<file path="config.mk">
export PLATFORM = sky130hd
export DESIGN_NAME = ocm_arbiter_flat
export DESIGN_NICKNAME = d
export VERILOG_FILES = /design/src/rtl/ocm_arbiter_pkg.sv /design/src/rtl/ocm_arbiter_if.sv /design/src/rtl/ocm_arbiter_rr_pick.sv /design/src/rtl/ocm_arbiter.sv /design/src/flat_wrapper.sv
export SDC_FILE = /design/constraint.sdc
export NUM_CORES = 1
export LEC_CHECK = 0
export ABC_AREA = 1
export CORE_MARGIN = 4
export CORE_UTILIZATION = 30
export DETAILED_ROUTE_END_ITERATION = 12
export PLACE_DENSITY = 0.82
export SYNTH_ARGS = -nofsm -noshare
export SYNTH_HDL_FRONTEND = slang
export SYNTH_SLANG_ARGS = --single-unit
</file>
<file path="constraint.sdc">
create_clock -name CLK -period 3.15 [get_ports CLK]
set_clock_uncertainty 0.1 [all_clocks]
set_input_delay 0.63 -clock CLK [delete_from_list [all_inputs] [get_ports CLK]]
set_output_delay 0.63 -clock CLK [all_outputs]
set_load 0.1 [all_outputs]
</file>
<file path="src/rtl/ocm_arbiter_pkg.sv">
// Shared OCM memory-map constants, also used by the memory controller's decode.
package ocm_arbiter_pkg;

    localparam logic [15:0] OCM_BASE         = 16'h4000;
    localparam int          OCM_ADDRESS_BITS = 14;
    localparam int          OCM_READ_LATENCY = 1;

    // True when a 16-bit CPU address falls inside the 0x4000-0x7fff OCM window.
    function automatic logic ocm_hit(input logic [15:0] cpu_addr);
        return cpu_addr[15:OCM_ADDRESS_BITS] == OCM_BASE[15:OCM_ADDRESS_BITS];
    endfunction

endpackage

</file>
<file path="src/rtl/ocm_arbiter_if.sv">
// Bundle of the per-master request bus and the OCM RAM port around ocm_arbiter.
interface ocm_arbiter_if
    import ocm_arbiter_pkg::*;
#(
    parameter int BITS         = 16,
    parameter int ADDRESS_BITS = OCM_ADDRESS_BITS,
    parameter int NUM_REQ      = 3
);
    // Handshake: master i raises REQ[i] and holds REQ/LOCK/WRb/ADDR/DIN stable
    // until GNT[i]; the access completes on the rising edge that ends a cycle
    // with REQ[i] & GNT[i], and a read returns VALID[i] with RDATA one cycle later.
    logic [NUM_REQ-1:0]              REQ;
    logic [NUM_REQ-1:0]              LOCK;
    logic [NUM_REQ-1:0]              WRb;
    logic [NUM_REQ*ADDRESS_BITS-1:0] ADDR;
    logic [NUM_REQ*BITS-1:0]         DIN;
    logic [NUM_REQ-1:0]              GNT;
    logic [NUM_REQ-1:0]              VALID;
    logic [BITS-1:0]                 RDATA;
    logic [ADDRESS_BITS-1:0]         MEM_ADDR;
    logic [BITS-1:0]                 MEM_DIN;
    logic                            MEM_WRb;
    logic [BITS-1:0]                 MEM_DOUT;

    modport slave (
        input  REQ, LOCK, WRb, ADDR, DIN, MEM_DOUT,
        output GNT, VALID, RDATA, MEM_ADDR, MEM_DIN, MEM_WRb
    );

    modport master (
        output REQ, LOCK, WRb, ADDR, DIN, MEM_DOUT,
        input  GNT, VALID, RDATA, MEM_ADDR, MEM_DIN, MEM_WRb
    );

endinterface

</file>
<file path="src/rtl/ocm_arbiter_rr_pick.sv">
// Combinational round-robin picker: first requester after ptr, ptr itself last.
module rr_pick #(
    parameter  int N  = 3,
    localparam int IW = $clog2(N)
) (
    input  logic [N-1:0]  req,
    input  logic [IW-1:0] ptr,
    output logic [N-1:0]  gnt,
    output logic [IW-1:0] idx,
    output logic          any
);

    int cand;

    always_comb begin
        gnt  = '0;
        idx  = '0;
        any  = 1'b0;
        cand = 0;
        for (int k = 1; k <= N; k++) begin
            cand = (int'(ptr) + k) % N;
            if (!any && req[cand]) begin
                any = 1'b1;
                idx = IW'(cand);
            end
        end
        if (any) begin
            gnt[idx] = 1'b1;
        end
    end

endmodule

</file>
<file path="src/rtl/ocm_arbiter.sv">
// Round-robin arbiter sharing the single-port OCM RAM, with bounded LOCK bursts
// and one-cycle read return. Grants are combinational from registered state.
module ocm_arbiter
    import ocm_arbiter_pkg::*;
#(
    parameter  int BITS         = 16,
    parameter  int ADDRESS_BITS = OCM_ADDRESS_BITS,
    parameter  int NUM_REQ      = 3,
    parameter  int MAX_BURST    = 8,
    localparam int IW           = $clog2(NUM_REQ),
    localparam int CW           = $clog2(MAX_BURST + 1)
) (
    input  logic          CLK,
    input  logic          RST,
    ocm_arbiter_if.slave  bus,
    output logic          dbg_lock_valid,
    output logic [IW-1:0] dbg_lock_owner,
    output logic [CW-1:0] dbg_burst_cnt,
    output logic [IW-1:0] dbg_last
);

    logic [IW-1:0]      last_q, last_d;
    logic               lock_valid_q, lock_valid_d;
    logic [IW-1:0]      lock_owner_q, lock_owner_d;
    logic [CW-1:0]      burst_cnt_q, burst_cnt_d;
    logic [NUM_REQ-1:0] valid_q, valid_d;

    logic [NUM_REQ-1:0] rr_gnt;
    logic [IW-1:0]      rr_idx;
    logic               rr_any;

    logic               win_any;
    logic [IW-1:0]      win_idx;
    logic [IW-1:0]      sel;
    logic [NUM_REQ-1:0] gnt;

    rr_pick #(.N(NUM_REQ)) u_rr_pick (
        .req (bus.REQ),
        .ptr (last_q),
        .gnt (rr_gnt),
        .idx (rr_idx),
        .any (rr_any)
    );

    // While a lock is held only the owner can win; everyone else is blocked.
    always_comb begin
        win_idx = rr_idx;
        win_any = rr_any;
        gnt     = '0;
        if (lock_valid_q) begin
            win_idx = lock_owner_q;
            win_any = bus.REQ[lock_owner_q];
        end
        if (RST) begin
            win_any = 1'b0;
        end
        if (win_any) begin
            gnt = lock_valid_q ? (NUM_REQ'(1) << lock_owner_q) : rr_gnt;
        end
    end

    always_ff @(posedge CLK or posedge RST) begin
        if (RST) begin
            last_q       <= IW'(NUM_REQ - 1);
            lock_valid_q <= 1'b0;
            lock_owner_q <= '0;
            burst_cnt_q  <= '0;
            valid_q      <= '0;
        end else begin
            last_q       <= last_d;
            lock_valid_q <= lock_valid_d;
            lock_owner_q <= lock_owner_d;
            burst_cnt_q  <= burst_cnt_d;
            valid_q      <= valid_d;
        end
    end

    always_comb begin
        last_d       = last_q;
        lock_valid_d = lock_valid_q;
        lock_owner_d = lock_owner_q;
        burst_cnt_d  = burst_cnt_q;
        valid_d      = gnt & bus.REQ & bus.WRb;
        if (win_any) begin
            last_d = win_idx;
            if (!lock_valid_q && bus.LOCK[win_idx]) begin
                lock_valid_d = 1'b1;
                lock_owner_d = win_idx;
                burst_cnt_d  = CW'(1);
            end else if (lock_valid_q && bus.LOCK[win_idx]) begin
                burst_cnt_d = burst_cnt_q + CW'(1);
            end else if (lock_valid_q) begin
                lock_valid_d = 1'b0;
            end
            // Forced release; last_d = owner hands priority to the others.
            if (burst_cnt_d == CW'(MAX_BURST)) begin
                lock_valid_d = 1'b0;
            end
        end else if (lock_valid_q && !bus.LOCK[lock_owner_q]) begin
            lock_valid_d = 1'b0;
        end
    end

    always_comb begin
        sel            = win_any ? win_idx : '0;
        bus.GNT        = gnt;
        bus.MEM_ADDR   = bus.ADDR[sel*ADDRESS_BITS +: ADDRESS_BITS];
        bus.MEM_DIN    = bus.DIN[sel*BITS +: BITS];
        bus.MEM_WRb    = win_any ? bus.WRb[win_idx] : 1'b1;
        bus.VALID      = valid_q;
        bus.RDATA      = bus.MEM_DOUT;
        dbg_lock_valid = lock_valid_q;
        dbg_lock_owner = lock_owner_q;
        dbg_burst_cnt  = burst_cnt_q;
        dbg_last       = last_q;
    end

endmodule

</file>
<file path="src/flat_wrapper.sv">
// flat-port wrapper written by rule: the top's interface ports become plain ports
module ocm_arbiter_flat import ocm_arbiter_pkg::*;
#(
    parameter  int BITS         = 16,
    parameter  int ADDRESS_BITS = OCM_ADDRESS_BITS,
    parameter  int NUM_REQ      = 3,
    parameter  int MAX_BURST    = 8,
    localparam int IW           = $clog2(NUM_REQ),
    localparam int CW           = $clog2(MAX_BURST + 1)
)
  (CLK, RST, dbg_lock_valid, dbg_lock_owner, dbg_burst_cnt, dbg_last, bus_REQ, bus_LOCK, bus_WRb, bus_ADDR, bus_DIN, bus_MEM_DOUT, bus_GNT, bus_VALID, bus_RDATA, bus_MEM_ADDR, bus_MEM_DIN, bus_MEM_WRb);
  ocm_arbiter_if #(.BITS(BITS), .ADDRESS_BITS(ADDRESS_BITS), .NUM_REQ(NUM_REQ)) bus_i ();
  input  logic CLK;
  input  logic RST;
  output logic dbg_lock_valid;
  output logic [IW-1:0] dbg_lock_owner;
  output logic [CW-1:0] dbg_burst_cnt;
  output logic [IW-1:0] dbg_last;
  input wire logic [$bits(bus_i.REQ)-1:0] bus_REQ;
  input wire logic [$bits(bus_i.LOCK)-1:0] bus_LOCK;
  input wire logic [$bits(bus_i.WRb)-1:0] bus_WRb;
  input wire logic [$bits(bus_i.ADDR)-1:0] bus_ADDR;
  input wire logic [$bits(bus_i.DIN)-1:0] bus_DIN;
  input wire logic [$bits(bus_i.MEM_DOUT)-1:0] bus_MEM_DOUT;
  output wire logic [$bits(bus_i.GNT)-1:0] bus_GNT;
  output wire logic [$bits(bus_i.VALID)-1:0] bus_VALID;
  output wire logic [$bits(bus_i.RDATA)-1:0] bus_RDATA;
  output wire logic [$bits(bus_i.MEM_ADDR)-1:0] bus_MEM_ADDR;
  output wire logic [$bits(bus_i.MEM_DIN)-1:0] bus_MEM_DIN;
  output wire logic [$bits(bus_i.MEM_WRb)-1:0] bus_MEM_WRb;
  assign bus_i.REQ = bus_REQ;
  assign bus_i.LOCK = bus_LOCK;
  assign bus_i.WRb = bus_WRb;
  assign bus_i.ADDR = bus_ADDR;
  assign bus_i.DIN = bus_DIN;
  assign bus_i.MEM_DOUT = bus_MEM_DOUT;
  assign bus_GNT = bus_i.GNT;
  assign bus_VALID = bus_i.VALID;
  assign bus_RDATA = bus_i.RDATA;
  assign bus_MEM_ADDR = bus_i.MEM_ADDR;
  assign bus_MEM_DIN = bus_i.MEM_DIN;
  assign bus_MEM_WRb = bus_i.MEM_WRb;
  ocm_arbiter #(.BITS(BITS), .ADDRESS_BITS(ADDRESS_BITS), .NUM_REQ(NUM_REQ), .MAX_BURST(MAX_BURST)) u_core (.CLK(CLK), .RST(RST), .bus(bus_i), .dbg_lock_valid(dbg_lock_valid), .dbg_lock_owner(dbg_lock_owner), .dbg_burst_cnt(dbg_burst_cnt), .dbg_last(dbg_last));
endmodule
</file>
==> results.rst <==
.. list-table::
   :header-rows: 1

   * - Metric
     - Value
   * - Number of diodes
     - 0
   * - Register area share after synthesis
     - 16.7%
   * - Least-Margin Pin Slew
     - about 0.30 ns
   * - Worst skew pair latency
     - around 0.25 ns
   * - Max Cap Violations
     - 0
   * - Largest net degree at the start of global routing
     - 26
   * - Fraction of registers with async set or reset after synthesis
     - 100%
   * - Number of instances in the synthesized netlist
     - just over 300
   * - Synthesized Nets
     - 427
   * - CP max stage delay
     - 0.64 ns
   * - RSZ-0062 raised after global routing
     - true
   * - Slew Viols, Final
     - 0
   * - Buffers and inverters on the worst path
     - 5
   * - Critical setup path kind
     - reg2out
   * - Crit Reg-Reg Startpoint
     - u_core.dbg_last[1]$_DFFE_PP1P_
   * - Root buf cell
     - sky130_fd_sc_hd__clkbuf_8
   * - Global-route wire length before repair
     - 14.1 mm
   * - Total CTS buffers
     - 3
   * - TritonCTS clock tree
     - built
   * - Number of synthesized flops with an enable pin
     - 0
   * - Count of port buffers added during placement
     - ~150
   * - Total number of clock tree sinks
     - 12
   * - R2R setup slack
     - between 0.2 and 0.25 ns
   * - Total standard cell area after synthesis
     - about 0.0018 sq mm
   * - Syn_area_per_cell
     - between 5 and 6 sq um
   * - Number of cell instances on the worst register-to-register path
     - 22
   * - Half-perimeter wire length after detailed placement
     - 6.69 mm
   * - Area of the die
     - roughly 0.0073 sq mm
   * - Minimum clock period
     - around 3.5 ns
   * - Starting density of the core
     - 30.7%
   * - Startpoint types
     - flop
   * - Cells along the critical path
     - ha_4, inv_4, nand2_2, nand3_2, nand2_4, nand4_1, nand3_2, nand2_4, nor2_4, clkinv_4, nor2_4, buf_12, buf_16, nand2_2, o21ai_4, buf_12
   * - WHS Path Cells
     - 2
   * - Ratio of cells with drive above 1 in the final layout
     - between 50% and 60%
   * - Number of fillers in the final layout
     - 358
   * - Outcome
     - complete, but fails checks
   * - # rows
     - 28
   * - Max_slew headroom
     - 80.2%
   * - Die height
     - roughly 86 um
   * - Count of different cell masters after synthesis
     - 35
   * - #FFs+latches synth
     - 12
   * - Launch point of the critical path
     - u_core.dbg_last[1]$_DFFE_PP1P_
   * - Number of buffers inserted for hold repair after clock tree synthesis
     - 0
   * - Final setup viols
     - 34
   * - First-iteration detailed-routing DRC count
     - between 50 and 60
   * - Via Count
     - between 2000 and 3000
   * - Final Cycle Share
     - 111%
   * - Top cells by area in the synthesized netlist
     - sky130_fd_sc_hd__dfrtp_1, sky130_fd_sc_hd__nand2_1, sky130_fd_sc_hd__o21ai_1
   * - DRC violations left
     - 0
   * - Routed Wire Length
     - 9.56 mm
   * - Achievable clock frequency
     - approximately 290 MHz
   * - Critical path capture point
     - bus_MEM_DIN[15]
   * - Hold Vio Cnt, Final
     - 0
   * - Via-per-instance ratio
     - between 5 and 6
   * - Leading cell type in the layout, fill and taps excluded
     - sky130_fd_sc_hd__clkdlybuf4s50_1
   * - Arrival time at the worst endpoint
     - 2.76 ns
   * - Initial antenna violation count
     - 0
   * - Number of routed nets with antenna violations
     - 0
   * - Clock edge transition at the registers on the reported setup and hold paths
     - 0.06 ns
   * - Post-detailed-route wirelength per cell
     - between 15 and 20 um
   * - Clk buf depth
     - 2
   * - Area growth, synth to finish
     - 169%
   * - Worst flop-to-flop path endpoint
     - u_core.dbg_lock_valid$_DFFE_PP0P_
   * - Most frequent cells in the layout
     - sky130_fd_sc_hd__clkdlybuf4s50_1, sky130_fd_sc_hd__buf_4, sky130_fd_sc_hd__buf_12, sky130_fd_sc_hd__nand2_1, sky130_fd_sc_hd__o21ai_4
   * - Worst Slack Setup Final
     - -0.337 ns
   * - Die outline width
     - 85.6 um
   * - Final net count
     - 596
   * - Main synth FF type
     - sky130_fd_sc_hd__dfrtp_1
   * - Total routing usage reported by global routing
     - 23.7%
   * - Length of the first detailed-routing pass in iterations
     - 4
   * - YS warnings
     - 0
   * - Number of global-route vias before repair
     - 2876
   * - Depth of the CTS H-tree
     - 1
   * - Worst endpoint required time
     - roughly 2.4 ns
   * - Placeable core region
     - 0.00589 sq mm
   * - Area leader, netlist
     - sky130_fd_sc_hd__dfrtp_1
   * - Routability congestion estimate from global placement
     - between 0.9 and 1
   * - Crit-path leading delay family
     - simple AND/OR/NAND/NOR gates
   * - Cell type of the slowest stage on the worst timing path
     - sky130_fd_sc_hd__dfstp_4
   * - Utilization of the core after routing
     - 82.5%
   * - Total global routing overflow
     - 0
   * - Worst min path class
     - reg2reg
   * - Placement-stage worst setup slack
     - -0.430 ns
   * - Critical path depth
     - 16
   * - Area fraction of the dominant cell type after synthesis
     - ~15%
   * - Io pins
     - 179
   * - Top fanout value on the critical path
     - 8
   * - Endpoint class of the critical path
     - output pin
   * - Violations in the final reports
     - setup timing
==> flip-flops by register name (all words and copies together), names as in the netlist <==
signal                 flops
u_core.dbg_last            2
u_core.dbg_burst_cnt       4
u_core.dbg_lock_owner      2
u_core.bus.VALID           3
u_core.dbg_lock_valid      1
==> cell families (layout without fill, tap and decap cells) <==
group / count (synthesis) / in the layout / share of synthesized area, %
buffers and inverters: 52 / 220 / 16.0
flip-flops: 12 / 12 / 16.7
AND/OR/NAND/NOR: 155 / 155 / 40.6
adder cells (fa/ha/maj): 5 / 5 / 3.46
AO/OA/AOI/OAI: 81 / 81 / 23.3
==> per-stage QoR <==
step           cell area (sq um)  TNS (ns)  cells  hold WS, ns
4_1_cts                     4700     -7.94    543        0.454
3_5_place_dp                4300    -13.32    523        0.435
2_1_floorplan               2440    -12.18    305        0.424
6_report                    4860     -9.93    548        0.457
3_3_place_gp                4300    -12.66    523        0.427
5_1_grt                     4860    -14.74    548        0.471
==> layout make-up <==
| cell class | count | area [sq um] | share of cell area, % |
|---|---|---|---|
| Inverter | 22 | 95.1 | 1.96 |
| Clock buffer | 4 | 55.1 | 1.13 |
| Tap cell | 75 | 93.8 | 1.93 |
| Multi-Input combinational cell | 241 | 1970 | 40.6 |
| Timing Repair Buffer | 194 | 2330 | 48.1 |
| Sequential cell | 12 | 309 | 6.36 |
==> cells in the mapped netlist (all sizes together), types with 5 or more instances <==
cell type  instances
nor2              42
ha                 5
nand3             24
inv               21
nand2             79
o21ai             73
dfrtp             11
buf               28
==> worst reg2reg max path, stage by stage, from the launching register on <==
cell                      delay (ns)
sky130_fd_sc_hd__dfstp_4        0.64
sky130_fd_sc_hd__ha_4           0.24
sky130_fd_sc_hd__inv_4          0.09
sky130_fd_sc_hd__nand2_2        0.05
sky130_fd_sc_hd__nand3_2        0.08
sky130_fd_sc_hd__nand2_4        0.08
sky130_fd_sc_hd__nand3_1        0.11
sky130_fd_sc_hd__nand3_2        0.10
sky130_fd_sc_hd__buf_4          0.15
sky130_fd_sc_hd__nand3_2        0.08
sky130_fd_sc_hd__nand2_4        0.07
sky130_fd_sc_hd__buf_4          0.13
sky130_fd_sc_hd__buf_4          0.15
sky130_fd_sc_hd__nand3_4        0.07
sky130_fd_sc_hd__nand2_4        0.09
sky130_fd_sc_hd__nand2_2        0.09
sky130_fd_sc_hd__nand2_1        0.06
sky130_fd_sc_hd__nor2_1         0.13
sky130_fd_sc_hd__nand3_1        0.10
sky130_fd_sc_hd__nand2_1        0.06
sky130_fd_sc_hd__nand2_1        0.05
sky130_fd_sc_hd__nand2_1        0.05
sky130_fd_sc_hd__nand2_1        0.04
==> routing by layer <==
layer | track usage (%) | wire length, um | share of wire, %
met2 | 44.3 | 5100 | 53
met3 | 5.00 | 710 | 7.4
met1 | 26.1 | 3410 | 36
met5 | 0 | 0 | 0
met4 | 8.63 | 342 | 3.6
==> worst min-delay path by stage <==
stage / from / end / slack [ns]
after floorplan: RST / u_core.bus.VALID[0]$_DFF_PP0_ / 0.42
after global placement: u_core.dbg_burst_cnt[3]$_DFFE_PP0P_ / u_core.dbg_burst_cnt[3]$_DFFE_PP0P_ / 0.43
after detailed placement: u_core.dbg_burst_cnt[3]$_DFFE_PP0P_ / u_core.dbg_burst_cnt[3]$_DFFE_PP0P_ / 0.44
after CTS: u_core.dbg_burst_cnt[3]$_DFFE_PP0P_ / u_core.dbg_burst_cnt[3]$_DFFE_PP0P_ / 0.45
after global routing: u_core.dbg_burst_cnt[3]$_DFFE_PP0P_ / u_core.dbg_burst_cnt[3]$_DFFE_PP0P_ / 0.47
final: u_core.dbg_burst_cnt[3]$_DFFE_PP0P_ / u_core.dbg_burst_cnt[3]$_DFFE_PP0P_ / 0.46
==> repair_timing <==
item,4_1_cts,5_1_grt
buffers inserted,12,5
gates cloned,5,1
resized for setup,39,35
endpoints found under the setup margin,34,34
pin swaps,18,12
Power is left out: the tool's default activity adds up to more than one toggle a clock period on the data nets, which glitch-free logic cannot reach.
